$ cat src/rtl/aes_selftest_pkg.sv
// Shared types and constants for the AES self-test monitor.
package aes_selftest_pkg;

    typedef enum logic [2:0] {
        IDLE,
        ARM,
        SAMPLE,
        GAP,
        REPORT
    } state_t;

    localparam int unsigned GAP_CYCLES = 2;
    localparam logic [7:0]  FAIL_SAT   = 8'd255;

endpackage

$ cat src/rtl/aes_sat_counter8.sv
// 8-bit event counter with synchronous clear that holds at FAIL_SAT instead of wrapping.
module aes_sat_counter8
    import aes_selftest_pkg::*;
(
    input  logic       clk,
    input  logic       rst,
    input  logic       clr,
    input  logic       inc,
    output logic [7:0] count
);

    always_ff @(posedge clk) begin
        if (rst || clr) begin
            count <= 8'd0;
        end else if (inc && (count != FAIL_SAT)) begin
            count <= count + 8'd1;
        end
    end

endmodule

$ cat src/rtl/aes_selftest_monitor.sv
// Runs RUNS enable/sample cycles against an AES self-test wrapper and reports a verdict.
// Optional flag-integrity (spoof) checking is built when AES_CONSISTENCY_CHECK_EN is defined.
module aes_selftest_monitor
    import aes_selftest_pkg::*;
#(
    parameter int unsigned SETTLE_CYCLES = 4,
    parameter int unsigned RUNS          = 16
) (
    input  logic         clk,
    input  logic         rst,
    input  logic         start,
    output logic         enable,
    input  logic         e128,
    input  logic         d128,
    input  logic [127:0] encrypted128,
    input  logic [127:0] expected128,
    output logic         busy,
    output logic         done,
    output logic         pass,
    output logic [7:0]   fail_count,
    output logic [127:0] first_diff
);

    localparam logic [7:0] SETTLE_LAST = 8'(SETTLE_CYCLES - 1);
    localparam logic [7:0] RUN_LAST    = 8'(RUNS - 1);
    localparam logic [1:0] GAP_LAST    = 2'(GAP_CYCLES - 1);

    state_t     state;
    state_t     next_state;
    logic [7:0] settle_cnt;
    logic [7:0] run_cnt;
    logic [1:0] gap_cnt;

    logic accept;
    logic settle_last;
    logic gap_last;
    logic last_run;
    logic data_mismatch;
    logic sample_fail;
    logic pass_ok;

    assign accept        = (state == IDLE) && start;
    assign settle_last   = (settle_cnt == SETTLE_LAST);
    assign gap_last      = (gap_cnt == GAP_LAST);
    assign last_run      = (run_cnt == RUN_LAST);
    assign data_mismatch = (encrypted128 != expected128);
    assign sample_fail   = (state == SAMPLE) && (!e128 || !d128 || data_mismatch);

    always_ff @(posedge clk) begin
        if (rst) begin
            state <= IDLE;
        end else begin
            state <= next_state;
        end
    end

    always_comb begin
        next_state = state;
        case (state)
            IDLE:    if (start) next_state = ARM;
            ARM:     if (settle_last) next_state = SAMPLE;
            SAMPLE:  next_state = GAP;
            GAP:     if (gap_last) next_state = last_run ? REPORT : ARM;
            REPORT:  next_state = IDLE;
            default: next_state = IDLE;
        endcase
    end

    always_ff @(posedge clk) begin
        if (rst) begin
            settle_cnt <= 8'd0;
            gap_cnt    <= 2'd0;
            run_cnt    <= 8'd0;
        end else begin
            settle_cnt <= ((state == ARM) && !settle_last) ? settle_cnt + 8'd1 : 8'd0;
            gap_cnt    <= ((state == GAP) && !gap_last) ? gap_cnt + 2'd1 : 2'd0;
            if (accept) begin
                run_cnt <= 8'd0;
            end else if ((state == GAP) && gap_last) begin
                run_cnt <= run_cnt + 8'd1;
            end
        end
    end

    aes_sat_counter8 u_fail_cnt (
        .clk   (clk),
        .rst   (rst),
        .clr   (accept),
        .inc   (sample_fail),
        .count (fail_count)
    );

    // fail_count never returns to zero within a campaign, so zero marks "no failure yet".
    always_ff @(posedge clk) begin
        if (rst || accept) begin
            first_diff <= '0;
        end else if (sample_fail && (fail_count == 8'd0)) begin
            first_diff <= encrypted128 ^ expected128;
        end
    end

`ifdef AES_CONSISTENCY_CHECK_EN
    logic spoof;
    logic spoof_set;

    // Flags asserted with wrong data, or asserted while the wrapper is disabled, are untrustworthy.
    assign spoof_set = ((state == SAMPLE) && e128 && data_mismatch) ||
                       ((state == GAP) && gap_last && (e128 || d128));

    always_ff @(posedge clk) begin
        if (rst || accept) begin
            spoof <= 1'b0;
        end else if (spoof_set) begin
            spoof <= 1'b1;
        end
    end

    assign pass_ok = (fail_count == 8'd0) && !spoof && !spoof_set;
`else
    assign pass_ok = (fail_count == 8'd0);
`endif

    // Outputs are registered from next_state so they line up with the state they describe.
    always_ff @(posedge clk) begin
        if (rst) begin
            enable <= 1'b0;
            busy   <= 1'b0;
            done   <= 1'b0;
            pass   <= 1'b0;
        end else begin
            enable <= (next_state == ARM) || (next_state == SAMPLE);
            busy   <= (next_state != IDLE);
            done   <= (next_state == REPORT);
            if (accept) begin
                pass <= 1'b0;
            end else if ((state == GAP) && (next_state == REPORT)) begin
                pass <= pass_ok;
            end
        end
    end

endmodule

$ cat config.mk
export PLATFORM = sky130hd
export DESIGN_NAME = aes_selftest_monitor
export DESIGN_NICKNAME = d
export VERILOG_FILES = /design/src/rtl/aes_selftest_pkg.sv /design/src/rtl/aes_sat_counter8.sv /design/src/rtl/aes_selftest_monitor.sv
export SDC_FILE = /design/constraint.sdc
export NUM_CORES = 1
export LEC_CHECK = 0
export CAP_MARGIN = 20
export CORE_AREA = 2 2 158 160
export CTS_BUF_LIST = sky130_fd_sc_hd__clkbuf_8
export DETAILED_ROUTE_END_ITERATION = 6
export DIE_AREA = 0 0 160 162
export HOLD_SLACK_MARGIN = 0.08
export PLACE_DENSITY_LB_ADDON = 0.25
export SLEW_MARGIN = 25
export SYNTH_ARGS = -nofsm -noshare
export SYNTH_HDL_FRONTEND = slang
export SYNTH_SLANG_ARGS = --single-unit
$ cat constraint.sdc
create_clock -name clk -period 5.25 [get_ports clk]
set_clock_uncertainty 0.15 [all_clocks]
set_input_delay 0.7875 -clock clk [delete_from_list [all_inputs] [get_ports clk]]
set_output_delay 0.7875 -clock clk [all_outputs]
set_load 0.02 [all_outputs]
Yosys cells after proc, flatten, opt, wreduce, memory -nomap -nowiden

Index checks and enable logic that the tools add are counted.

Add/subtract/negate cells: 4
Equal/unequal tests: 11
Multiplexer cells: 5
Bitwise gates (word level): 3
Reduce and logical (&&, ||, !) cells: 22

Operators with widths:

| kind                                           | number |
|---|---|
| inequality test 128 bit                        | 1 |
| bitwise XOR 128 bit                            | 1 |
| adder 8 x 1 -> 8 bit (second input constant)   | 3 |
| 2-to-1 mux 3 bit                               | 4 |
| case mux 3 bit (4 select lines)                | 1 |
| == test 3 x 2 -> 1 bit (second input constant) | 3 |
| == test 8 x 2 -> 1 bit (second input constant) | 1 |
| == test 8 x 4 -> 1 bit (second input constant) | 1 |
| logical AND 1 bit                              | 8 |
| logical NOT 8 bit                              | 1 |
| inequality test 8 bit (second input constant)  | 1 |
| == test 3 x 1 -> 1 bit (second input constant) | 2 |
| OR reduction 2 bit                             | 3 |
| logical NOT 1 bit                              | 4 |
| logical OR 1 bit                               | 4 |
| == test 3 bit (second input constant)          | 1 |
| logical NOT 3 bit                              | 1 |
| nonzero test 3 bit                             | 1 |
| adder 2 x 1 -> 2 bit (second input constant)   | 1 |
| == test 2 x 1 -> 1 bit (second input constant) | 1 |
| inverter 1 bit                                 | 2 |

Output and inout bits: 140
Bits of input ports: 261
Register bits: 161

Logic depth before layout (Yosys ltp)

Gate-level depths: netlist of the first run.

Depth in word-level cells: 6
Depth in mapped cells: 10
Mapped depth without buffers: 8

Modules after synthesis

From an unflattened synthesis of the first run, not the netlist that was laid out.

Cells, all modules: 899
Area total of the unflattened synthesis: 8089.0 um2

Modules (own cells, without submodules):

| module               | sequential area each (um2) | times used | cells each | area an instance (um2) |
|---|---|---|---|---|
| aes_selftest_monitor | 3062.9                     | 1          | 851        | 7667.4 |
| aes_sat_counter8     | 160.2                      | 1          | 48         | 421.7 |

Least setup slack after synthesis of the first run

Ideal clock, no wire load.

Path type: input-to-reg
Start: in expected128[28]
End: reg first_diff[56]
Path buffers: 3
Data arrival time: 2608 ps
Setup slack: 2346 ps
Setup time: 146 ps
Cell stages on the path: 9
Path through: xnor2_1 > nand4_1 > or4_1 > o31a_1 > buf_2 > clkbuf_1 > clkbuf_1 > a21oi_1 > a211oi_2

Longest elaborated chain between the ends: 4

Ends and longest elaborated chain:

| element                 | line                       | text |
|---|---|---|
| from (decl)             | aes_selftest_monitor.sv:16 | `input logic [127:0] expected128,` |
| inequality test 128 bit | aes_selftest_monitor.sv:46 | `assign data_mismatch = (encrypted128 != expected128);` |
| logical OR 1 bit        | aes_selftest_monitor.sv:47 | `assign sample_fail = (state == SAMPLE) && (!e128 \|\| !d128 \|\| data_mismatch);` |
| logical AND 1 bit       | aes_selftest_monitor.sv:47 |  |
| logical AND 1 bit       | aes_selftest_monitor.sv:97 | `end else if (sample_fail && (fail_count == 8'd0)) begin` |
| to (signal assigned)    | aes_selftest_monitor.sv:98 | `first_diff <= encrypted128 ^ expected128;` |
| to (decl)               | aes_selftest_monitor.sv:21 | `output logic [127:0] first_diff` |

Every way passes these cells.
A chain may end at the register's enable or synchronous reset.

Final worst setup path of the first run

Start: in expected128[37]
End: reg first_diff[57]

Same word-level chain as after synthesis.

==> metrics.txt, run 1 <==
diode count 0; Core Rows between 50 and 60; fin cells 1483; Crit path largest cell delay 570 ps; CP Class in2reg; root buf cell clkbuf_8; post-route clock period utilization 78.2%; first-pass GRT wire length 44.8 mm; syn nets 1051; P_leak 0.00381 uW; Core Region 0.0241 mm2; layout cells sized above 1 6.90%; Final min period about 4100 ps; Post-synth EDFFs 0; Hold Buf Count CTS 0; largest area contributor in the netlist dfxtp_1; CP Cell Sequence clkdlybuf4s50_1 > xnor2_1 > nand4_1 > nor4_1 > nand4_1 > o31a_2 > buf_4 > buf_4 > a21oi_1 > a211oi_2; Slew Limit Headroom about 36%; clock sink count 161; HP Class reg2reg; # setup viols final 0; placed insts between 1000 and 1500; xor/xnor share of the synthesized area 16.4%; Final ANT Viol Nets 0; via count 7454; ranking of synthesized cells by area dfxtp_1 43%, xnor2_1 15%, a211oi_1 9.5%; internal power roughly 1800 uW; compound-gate portion of the synthesized area between 20% and 30%; width of the die 160 um; sequential power share 47.3%; CP Launch Type primary input; clock group share of total power 35.0%; clk slew on worst S/H paths around 100 ps; H-Tree Depth 4; layout net count 1412; global route overflow 0; # DRC 0; largest family of logic cells by synthesized area compound AO/OA/AOI/OAI gates; Critical Path AT 4270 ps; ys flop type dfxtp_1; total detailed-routing wirelength 30.7 mm; via count of the first global-routing pass 7382; Synth Instances 785; average wire per standard cell around 21 um; gr usage total 22.9%; mux share of post-synthesis cell area 0.133%; Syn Area/Cell 9.59 um2; CP endpoint kind register; clock latency on the worst-skew pair 470 ps; Sw Pwr 751 uW; max cap viols 0; IO buf count 400; status finished clean; initial antenna violation count 0; final max-slew violation count 0; slowest cell on the critical path nor4_1; Initial Utilization between 30% and 40%; total CTS buffers 17; fmax 244 MHz; CP max FO 77; Switching Fraction 29.0%; largest net degree at the start of global routing 94; deepest clock path buffer count 2; post-CTS sizing 0; Placer Congestion around 0.81; register area share after synthesis 42.8%; Buf+Inv Stages, Crit Path 3; area delta synth->final 60.4%; worst vdd ir between 0.1 and 0.15 mV; CP delay by family, top buffers and inverters; CP required 5410 ps; Die H between 150 and 200 um; Slew @ Worst Pin 953 ps; setup repair bufs after CTS 0; setup TNS 0 ps; Cell Pwr Density roughly 210 mW/mm2; FFs w/ async S/R, synth 0%; Gate power share 17.7%; yosys warns 0; die area 0.0259 mm2; post-synthesis adder-cell area fraction less than 1%; Yosys reg bits ~160; RSZ-0062 raised after global routing no; # IOs around 400; Netlist Area Pre-Place 0.00753 mm2; simple-gate share of the synthesized area 8.96%; area share of the largest cell type after synthesis a little over two fifths; initial DRC count 443; length of the first detailed-routing pass in iterations 4; synth unique cells 37; Fillers between 2000 and 2500; detailed placer's ending HPWL 23.7 mm; final-report hold violation count 0; Vias/cell 5.03; CTS tree yes
[synth_stat cells, drive strengths merged, types with 2 or more instances]
library cell  instances
and2                  2
a31oi                 4
o21ai                 2
xnor2               131
buf                  16
a41o                  3
nand2                13
nor4                 11
ha                    5
a211o                 2
dfxtp               161
a211oi              130
clkbuf               49
and3                  6
nor3                  5
nand4                38
nand2b                4
a31o                  2
nand3                13
nor2                 27
xor2                 10
a21oi               132
inv                   8
or4                   2
[metrics by stage]
step | setup WS [ps] | total power (uW) | hold WS, ps | util, % | instance area [um2]
global placement | 681 | 1720 | 268 | 48.5 | 11700
CTS | 1170 | 2620 | 301 | 50.1 | 12100
detailed placement | 663 | 1720 | 285 | 48.5 | 11700
floorplan | 2350 | 1410 | 256 | - | 7530
finish | 1150 | 2590 | 298 | 50.1 | 12100
global route | 1010 | 2690 | 321 | 50.1 | 12100
[power by group through the flow]
stage,Combinational (uW),Sequential [uW],Clock [uW]
after global routing,484,1230,976
after CTS,464,1230,931
after global placement,462,1250,0
final,460,1230,908
after detailed placement,462,1250,0
after floorplan,157,1260,0
[per-layer routing]
layer | wire [um] | up-vias | global-route usage [%]
met5 | 0 | - | 0
li1 | - | 3610 | -
met4 | 947 | 0 | 9.09
met2 | 15100 | 320 | 39.2
met1 | 12300 | 3481 | 27.0
met3 | 2440 | 43 | 6.82
[worst reg2reg max path, stage by stage (launching register included)]
cell and delay, ps:
dfxtp_1 440, nand2b_1 260, nor2_1 330, o31a_2 210, buf_4 590, buf_4 730, a21oi_1 260, a211oi_1 260
[cells by family (layout without fill, tap and decap cells)]
| family | Yosys count | in the layout |
|---|---|---|
| compound gates | 279 | 279 |
| xor+xnor | 141 | 141 |
| fa+ha+maj | 5 | 5 |
| buf+inv | 73 | 447 |
| flops | 161 | 161 |
| mux | 1 | 1 |
| simple gates | 125 | 125 |
[placed cells by master (no fill, tap or decap), types with 2 or more instances in the layout]
cell type | Yosys | layout
or4_1 | 2 | 2
nand3_1 | 13 | 13
buf_4 | 0 | 5
nor2_1 | 27 | 27
inv_8 | 0 | 4
xor2_1 | 10 | 10
buf_12 | 0 | 2
a211oi_2 | 35 | 35
inv_6 | 0 | 7
o21ai_0 | 2 | 2
clkbuf_8 | 0 | 18
nand2_1 | 13 | 13
nor3_1 | 5 | 5
xnor2_1 | 131 | 131
nor4_1 | 11 | 10
a41o_1 | 3 | 3
a21oi_1 | 132 | 132
ha_1 | 5 | 5
and3_1 | 6 | 6
a211oi_1 | 95 | 95
dfxtp_1 | 161 | 161
inv_1 | 8 | 8
a31oi_1 | 4 | 4
a211o_1 | 2 | 2
clkdlybuf4s50_1 | 0 | 400
nand2b_1 | 4 | 4
nand4_1 | 38 | 38
[registers in the layout, summed over array words and instances, names as in the netlist, 2 cells and up]
| name | count |
|---|---|
| first_diff | 128 |
| gap_cnt | 2 |
| run_cnt | 8 |
| settle_cnt | 8 |
| state | 3 |
| u_fail_cnt.count | 8 |
[layout make-up]
class,count,area [um2],area share [%]
Clock buffer,18,248,2.05
Clock inverter,14,136,1.13
Inverter,8,30.0,0.249
Multi-Input combinational cell,551,3950,32.7
Sequential cell,161,3220,26.7
Tap cell,324,405,3.36
Timing Repair Buffer,407,4080,33.8
[worst paths after layout]
kind	from	endpoint	slack, ps	cells past startpoint
setup reg to reg	state[1]	first_diff[27]	1920	7
hold reg to reg	gap_cnt[0]	gap_cnt[0]	300	1
setup / recovery	expected128[37]	first_diff[57]	1150	10
hold / removal	gap_cnt[0]	gap_cnt[0]	300	1
(Power assumes the default switching activity.)
==> run 2, diff against run 1 <==
==> constraint.sdc (replaced) <==
create_clock -name clk -period 3.8 [get_ports clk]
set_clock_uncertainty 0.15 [all_clocks]
set_input_delay 0.57 -clock clk [delete_from_list [all_inputs] [get_ports clk]]
set_output_delay 0.57 -clock clk [all_outputs]
set_load 0.02 [all_outputs]
==> run 2 against run 1 <==
Compared with the run above: die area unchanged; register-to-register slack got worse by 800 ps; combinational power increased by 42%; sequential power increased by 37%; count of clock-buffer cells in the layout increased by 1; critical path type unchanged; largest cell class unchanged; largest power group unchanged; highest routed layer unchanged.
==> metrics.txt, run 2 (synthesis gave the netlist of run 1 again) <==
CP dominant cell by count nand4_1; internal power 2700 uW (+46%); Critical Path AT 3440 ps (-830 ps); slowest cell on the critical path nor4_1; Core Region 0.0241 mm2 (unchanged); largest register by flop count first_diff; Placer Congestion 0.857 (+6.1%); Slew @ Worst Pin 780 ps (-173 ps); CTS tree yes; P_leak 0.00391 uW (+2.6%); first-pass GRT wire length 45.1 mm (+0.69%); max cap viols 0 (unchanged); worst vdd ir 0.195 mV (+68%); IO buf count 400 (unchanged); H-Tree Depth 4 (unchanged); # IOs 401 (unchanged); setup TNS 0 ps (unchanged); Switching Fraction 27.2% (-1.8 points); register area 0.00322 mm2 (unchanged); layout cells sized above 1 8.01% (+1.1 points); # DRC 0 (unchanged); Hold Buf Count CTS 0 (unchanged); Buf+Inv Stages, Crit Path 3 (unchanged); # setup viols final 0 (unchanged); deepest clock path buffer count 2 (unchanged); Final ANT Viol Nets 0 (unchanged); diode count 0 (unchanged); fmax 309 MHz; Fillers 2339 (unchanged); RSZ-0062 raised after global routing no; clock sink count 161 (unchanged); Initial Utilization 31.2% (unchanged); average wire per standard cell 20.3 um (-2.0%); Final min period 3240 ps; setup repair bufs after CTS 0 (unchanged); Gate power share 17.6% (about the same); commonest non-fill, non-tap cells in the layout 400 x clkdlybuf4s50_1, 161 x dfxtp_1, 132 x a21oi_1; largest net degree at the start of global routing 105 (+12%); post-route clock period utilization 85.3%; Crit path largest cell delay 530 ps (-40 ps); CP Cell Sequence clkdlybuf4s50_1 > xnor2_1 > nand4_1 > nor4_1 > buf_4 > nand4_1 > o31a_2 > and2_4 > buf_12 > a211oi_1; layout net count 1426 (+0.99%); length of the first detailed-routing pass in iterations 4 (unchanged); gr usage total 22.8% (-0.069 points); CP Class in2reg; via count of the first global-routing pass 7461 (+1.1%); CP required 4000 ps (-1410 ps); Slew Limit Headroom 47.7% (+11 points); total detailed-routing wirelength 30.4 mm (-1.1%); setup slack after layout 559 ps (-587 ps); CP delay by family, top simple AND/OR/NAND/NOR gates; via count 7465 (+0.15%); CP endpoint kind register; status finished clean; clock group share of total power 36.7% (+1.7 points); Multi-input gate area 0.00395 mm2 (unchanged); initial antenna violation count 0 (unchanged); die area 0.0259 mm2 (unchanged); Cell Pwr Density 302 mW/mm2 (+41%); clk slew on worst S/H paths 100 ps (about the same); max reg flops 128 (unchanged); final-report hold violation count 0 (unchanged); final max-slew violation count 0 (unchanged); Core Rows 57 (unchanged); width of the die 160 um (unchanged); initial DRC count 382 (-14%); commonest non-fill, non-tap cell in the layout clkdlybuf4s50_1; HP Class reg2reg; CP max FO 54 (-30%); Vias/cell 4.99 (-0.79%); sequential power share 45.7% (-1.6 points); post-CTS sizing 0 (unchanged); clock latency on the worst-skew pair 450 ps (-20 ps); global route overflow 0 (unchanged); root buf cell clkbuf_8; Place WS 48.3 ps (-615 ps); placed insts 1465 (+0.96%); fin cells 1497 (+0.94%); Sw Pwr 1010 uW (+34%); Die H 162 um (unchanged); total CTS buffers 17 (unchanged); area delta synth->final 62.9%; CP Launch Type primary input; detailed placer's ending HPWL 23.9 mm (+0.61%)
## run 2: changes by cell type in the layout (fill, tap and decap cells not counted), sizes merged
cell | previous run | this run
inv | 19 | 16
clkbuf | 18 | 19
clkinv | 3 | 2
bufinv | 0 | 2
clkinvlp | 0 | 1
buf | 7 | 21
## run 2: final timing paths
path | start | endpoint | slack [ps] | cells past startpoint
worst min-delay path | gap_cnt[0] | gap_cnt[0] | 300 | 1
worst max register to register | settle_cnt[0] | enable | 1120 | 7
worst max-delay path | expected128[102] | first_diff[11] | 560 | 10
worst min register to register | gap_cnt[0] | gap_cnt[0] | 300 | 1
## run 2: area by class of cell
class,instances,share of cell area [%]
tap,324,3.31
clock buffer,19,2.13
inverter,8,0.245
clock inverter,13,1.33
timing repair buffer,421,34.5
sequential,161,26.3
multi-input combinational,551,32.2
## run 2: worst reg2reg max path, delay by kind of cell, from the launching register on
| kind | cells | cell delay (ps) |
|---|---|---|
| compound gates | 3 | 590 |
| fa+ha+maj | 1 | 250 |
| flops | 1 | 410 |
| simple gates | 3 | 1170 |
## run 2: routing by layer
layer  share of wire [%]  global-route usage, %  vias to the layer above
met5                   0                      0                        -
met4                 1.8                   5.73                        0
met3                 6.3                   6.15                       25
met2                  51                   40.4                      278
met1                  41                   27.5                     3515
li1                    -                      -                     3647
## run 2: power by group through the flow
stage / clock (uW) / sequential [uW] / combinational, uW
final: 1360 / 1690 / 651
after floorplan: 0 / 1740 / 217
after global placement: 0 / 1730 / 655
after global routing: 1470 / 1690 / 690
after detailed placement: 0 / 1730 / 655
after CTS: 1400 / 1690 / 658
## run 2: stage by stage
stage	hold slack, ps	power (uW)	area [um2]	util (%)
2_1_floorplan	256	1950	7530	-
3_3_place_gp	268	2390	11800	49.1
3_5_place_dp	276	2390	11800	49.1
4_1_cts	294	3750	12300	50.9
5_1_grt	313	3850	12300	50.9
6_report	299	3700	12300	50.9
==> run 3, diff against run 2 <==
--- a/config.mk
+++ b/config.mk
@@ -11,7 +11,7 @@
 export DETAILED_ROUTE_END_ITERATION = 6
 export DIE_AREA = 0 0 160 162
 export HOLD_SLACK_MARGIN = 0.08
-export PLACE_DENSITY_LB_ADDON = 0.25
+export PLACE_DENSITY = 0.66
 export SLEW_MARGIN = 25
 export SYNTH_ARGS = -nofsm -noshare
 export SYNTH_HDL_FRONTEND = slang
==> run 3 against run 2 <==
Compared with the run above: total power decreased by 1.1%; via count increased by 0.11%; register-to-register slack improved by 130 ps; count of clock-buffer cells in the layout decreased by 2; design area increased by 0.14%; critical endpoint is now u_fail_cnt.count[2]; highest routed layer unchanged.
==> metrics.txt, run 3 (synthesis gave the netlist of run 1 again) <==
Sw Pwr 962 uW (-4.4%); layout cells sized above 1 8.16% (+0.15 points); largest register by flop count first_diff; via count 7473 (+0.11%); CTS tree yes; layout net count 1430 (+0.28%); CP Launch Type primary input; CP required 4040 ps (+40 ps); # IOs 401 (unchanged); R2R Setup Slk 1250 ps (+130 ps); diode count 0 (unchanged); commonest non-fill, non-tap cell in the layout clkdlybuf4s50_1; Crit path largest cell delay 580 ps (+50 ps); total detailed-routing wirelength 30.7 mm (+1.1%); die area 0.0259 mm2 (unchanged); clock latency on the worst-skew pair 450 ps (about the same); CP Cell Sequence clkdlybuf4s50_1 > xnor2_1 > nand4_1 > or4_1 > o31a_2 > buf_12 > a311oi_1 > a41o_1; fin area 0.0123 mm2 (+0.14%); commonest non-fill, non-tap cells in the layout 400 x clkdlybuf4s50_1, 161 x dfxtp_1, 132 x a21oi_1; hold depth 1 (unchanged); hold_sp gap_cnt[0]; Placed Area 0.0119 mm2 (+0.36%); average wire per standard cell 20.5 um (+0.92%); global route overflow 0 (unchanged); area delta synth->final 63.2%; via count of the first global-routing pass 7389 (-0.97%); IO buf count 400 (unchanged); largest net degree at the start of global routing 144 (+37%); Gate power share 17.9% (+0.3 points); post-route clock period utilization 84.7% (-0.58 points); HP Class reg2reg; fmax 311 MHz (+0.68%); RSZ-0062 raised after global routing no; clk slew on worst S/H paths 90 ps (about the same); slowest cell on the critical path or4_1; Reg2Reg Launch Point settle_cnt[0]; gr usage total 22.9% (+0.034 points); Slew @ Worst Pin 782 ps (+2.04 ps); max cap viols 0 (unchanged); max reg flops 128 (unchanged); CP delay by family, top compound AO/OA/AOI/OAI gates; # setup viols final 0 (unchanged); post-CTS sizing 0 (unchanged); reg2reg end busy; Placer Congestion 0.840 (-2.0%); sequential power share 46.2% (+0.5 points); # DRC 0 (unchanged); worst vdd ir 0.223 mV (+14%); total CTS buffers 17 (unchanged); internal power 2700 uW (about the same); final max-slew violation count 0 (unchanged); Slew Limit Headroom 47.9% (+0.11 points); Hold Buf Count CTS 0 (unchanged); final-report hold violation count 0 (unchanged); Final ANT Viol Nets 0 (unchanged); initial antenna violation count 0 (unchanged); Die H 162 um (unchanged); Initial Utilization 31.2% (unchanged); Hold Path End gap_cnt[0]; status finished clean; Core Rows 57 (unchanged); Vias/cell 4.98 (about the same); Switching Fraction 26.3% (-0.90 points); length of the first detailed-routing pass in iterations 5 (+1); first-pass GRT wire length 44.8 mm (-0.72%); CP Class in2reg; CP endpoint kind register; R2R depth 7 (unchanged); initial DRC count 403 (+5.5%); P_leak 0.00392 uW (about the same); Core Region 0.0241 mm2 (unchanged); Buf+Inv Stages, Crit Path 2 (-1); root buf cell clkbuf_8; width of the die 160 um (unchanged); detailed placer's ending HPWL 24.0 mm (+0.50%); Cell Pwr Density 298 mW/mm2 (-1.3%); Critical Path AT 3460 ps (+20 ps); clock sink count 161 (unchanged); H-Tree Depth 4 (unchanged); Final Core Density 51.0% (+0.073 points); setup TNS 0 ps (unchanged); Final min period 3220 ps (-22.0 ps); deepest clock path buffer count 2 (unchanged); CP max FO 143 (+160%); setup repair bufs after CTS 0 (unchanged); clock group share of total power 35.8% (-0.9 points)
[run 3: metrics by stage]
step	cells	hold WS, ps	worst slack, ps	total power [uW]
final	1500	296	581	3660
after global routing	1500	320	521	3800
after CTS	1500	296	644	3700
after detailed placement	1469	277	172	2390
after global placement	1469	267	135	2390
after floorplan	785	256	1110	1950
[run 3: power by group through the flow]
stage	logic (uW)	registers (uW)	clock network [uW]
2_1_floorplan	217	1740	0
3_3_place_gp	660	1730	0
3_5_place_dp	659	1730	0
4_1_cts	662	1690	1340
5_1_grt	689	1700	1410
6_report	656	1690	1310
[run 3: how the worst max path moves through the flow]
stage | slack [ps] | cells after the start | start | end
finish | 580 | 8 | expected128[92] | u_fail_cnt.count[2]
global route | 520 | 10 | encrypted128[16] | u_fail_cnt.count[2]
CTS | 640 | 10 | expected128[25] | u_fail_cnt.count[2]
detailed placement | 170 | 10 | expected128[25] | u_fail_cnt.count[2]
global placement | 140 | 10 | expected128[25] | u_fail_cnt.count[2]
floorplan | 1110 | 9 | expected128[28] | first_diff[56]
[run 3: metal layers]
layer	vias to the layer above	part of all wire [%]	GRT usage, %
met2	290	49	39.2
met3	34	6.7	5.39
met1	3504	42	28.2
met5	-	0	0
li1	3645	-	-
met4	0	2.5	7.90
[run 3: area by class of cell]
| class | instances | area [um2] |
|---|---|---|
| clock buffers | 17 | 234 |
| multi-input cells | 551 | 3950 |
| flip-flops and latches | 161 | 3220 |
| fillers | 2302 | 11800 |
| repair buffers | 425 | 4280 |
| clock inverters | 14 | 165 |
| inverters | 8 | 30.0 |
| well taps | 324 | 405 |
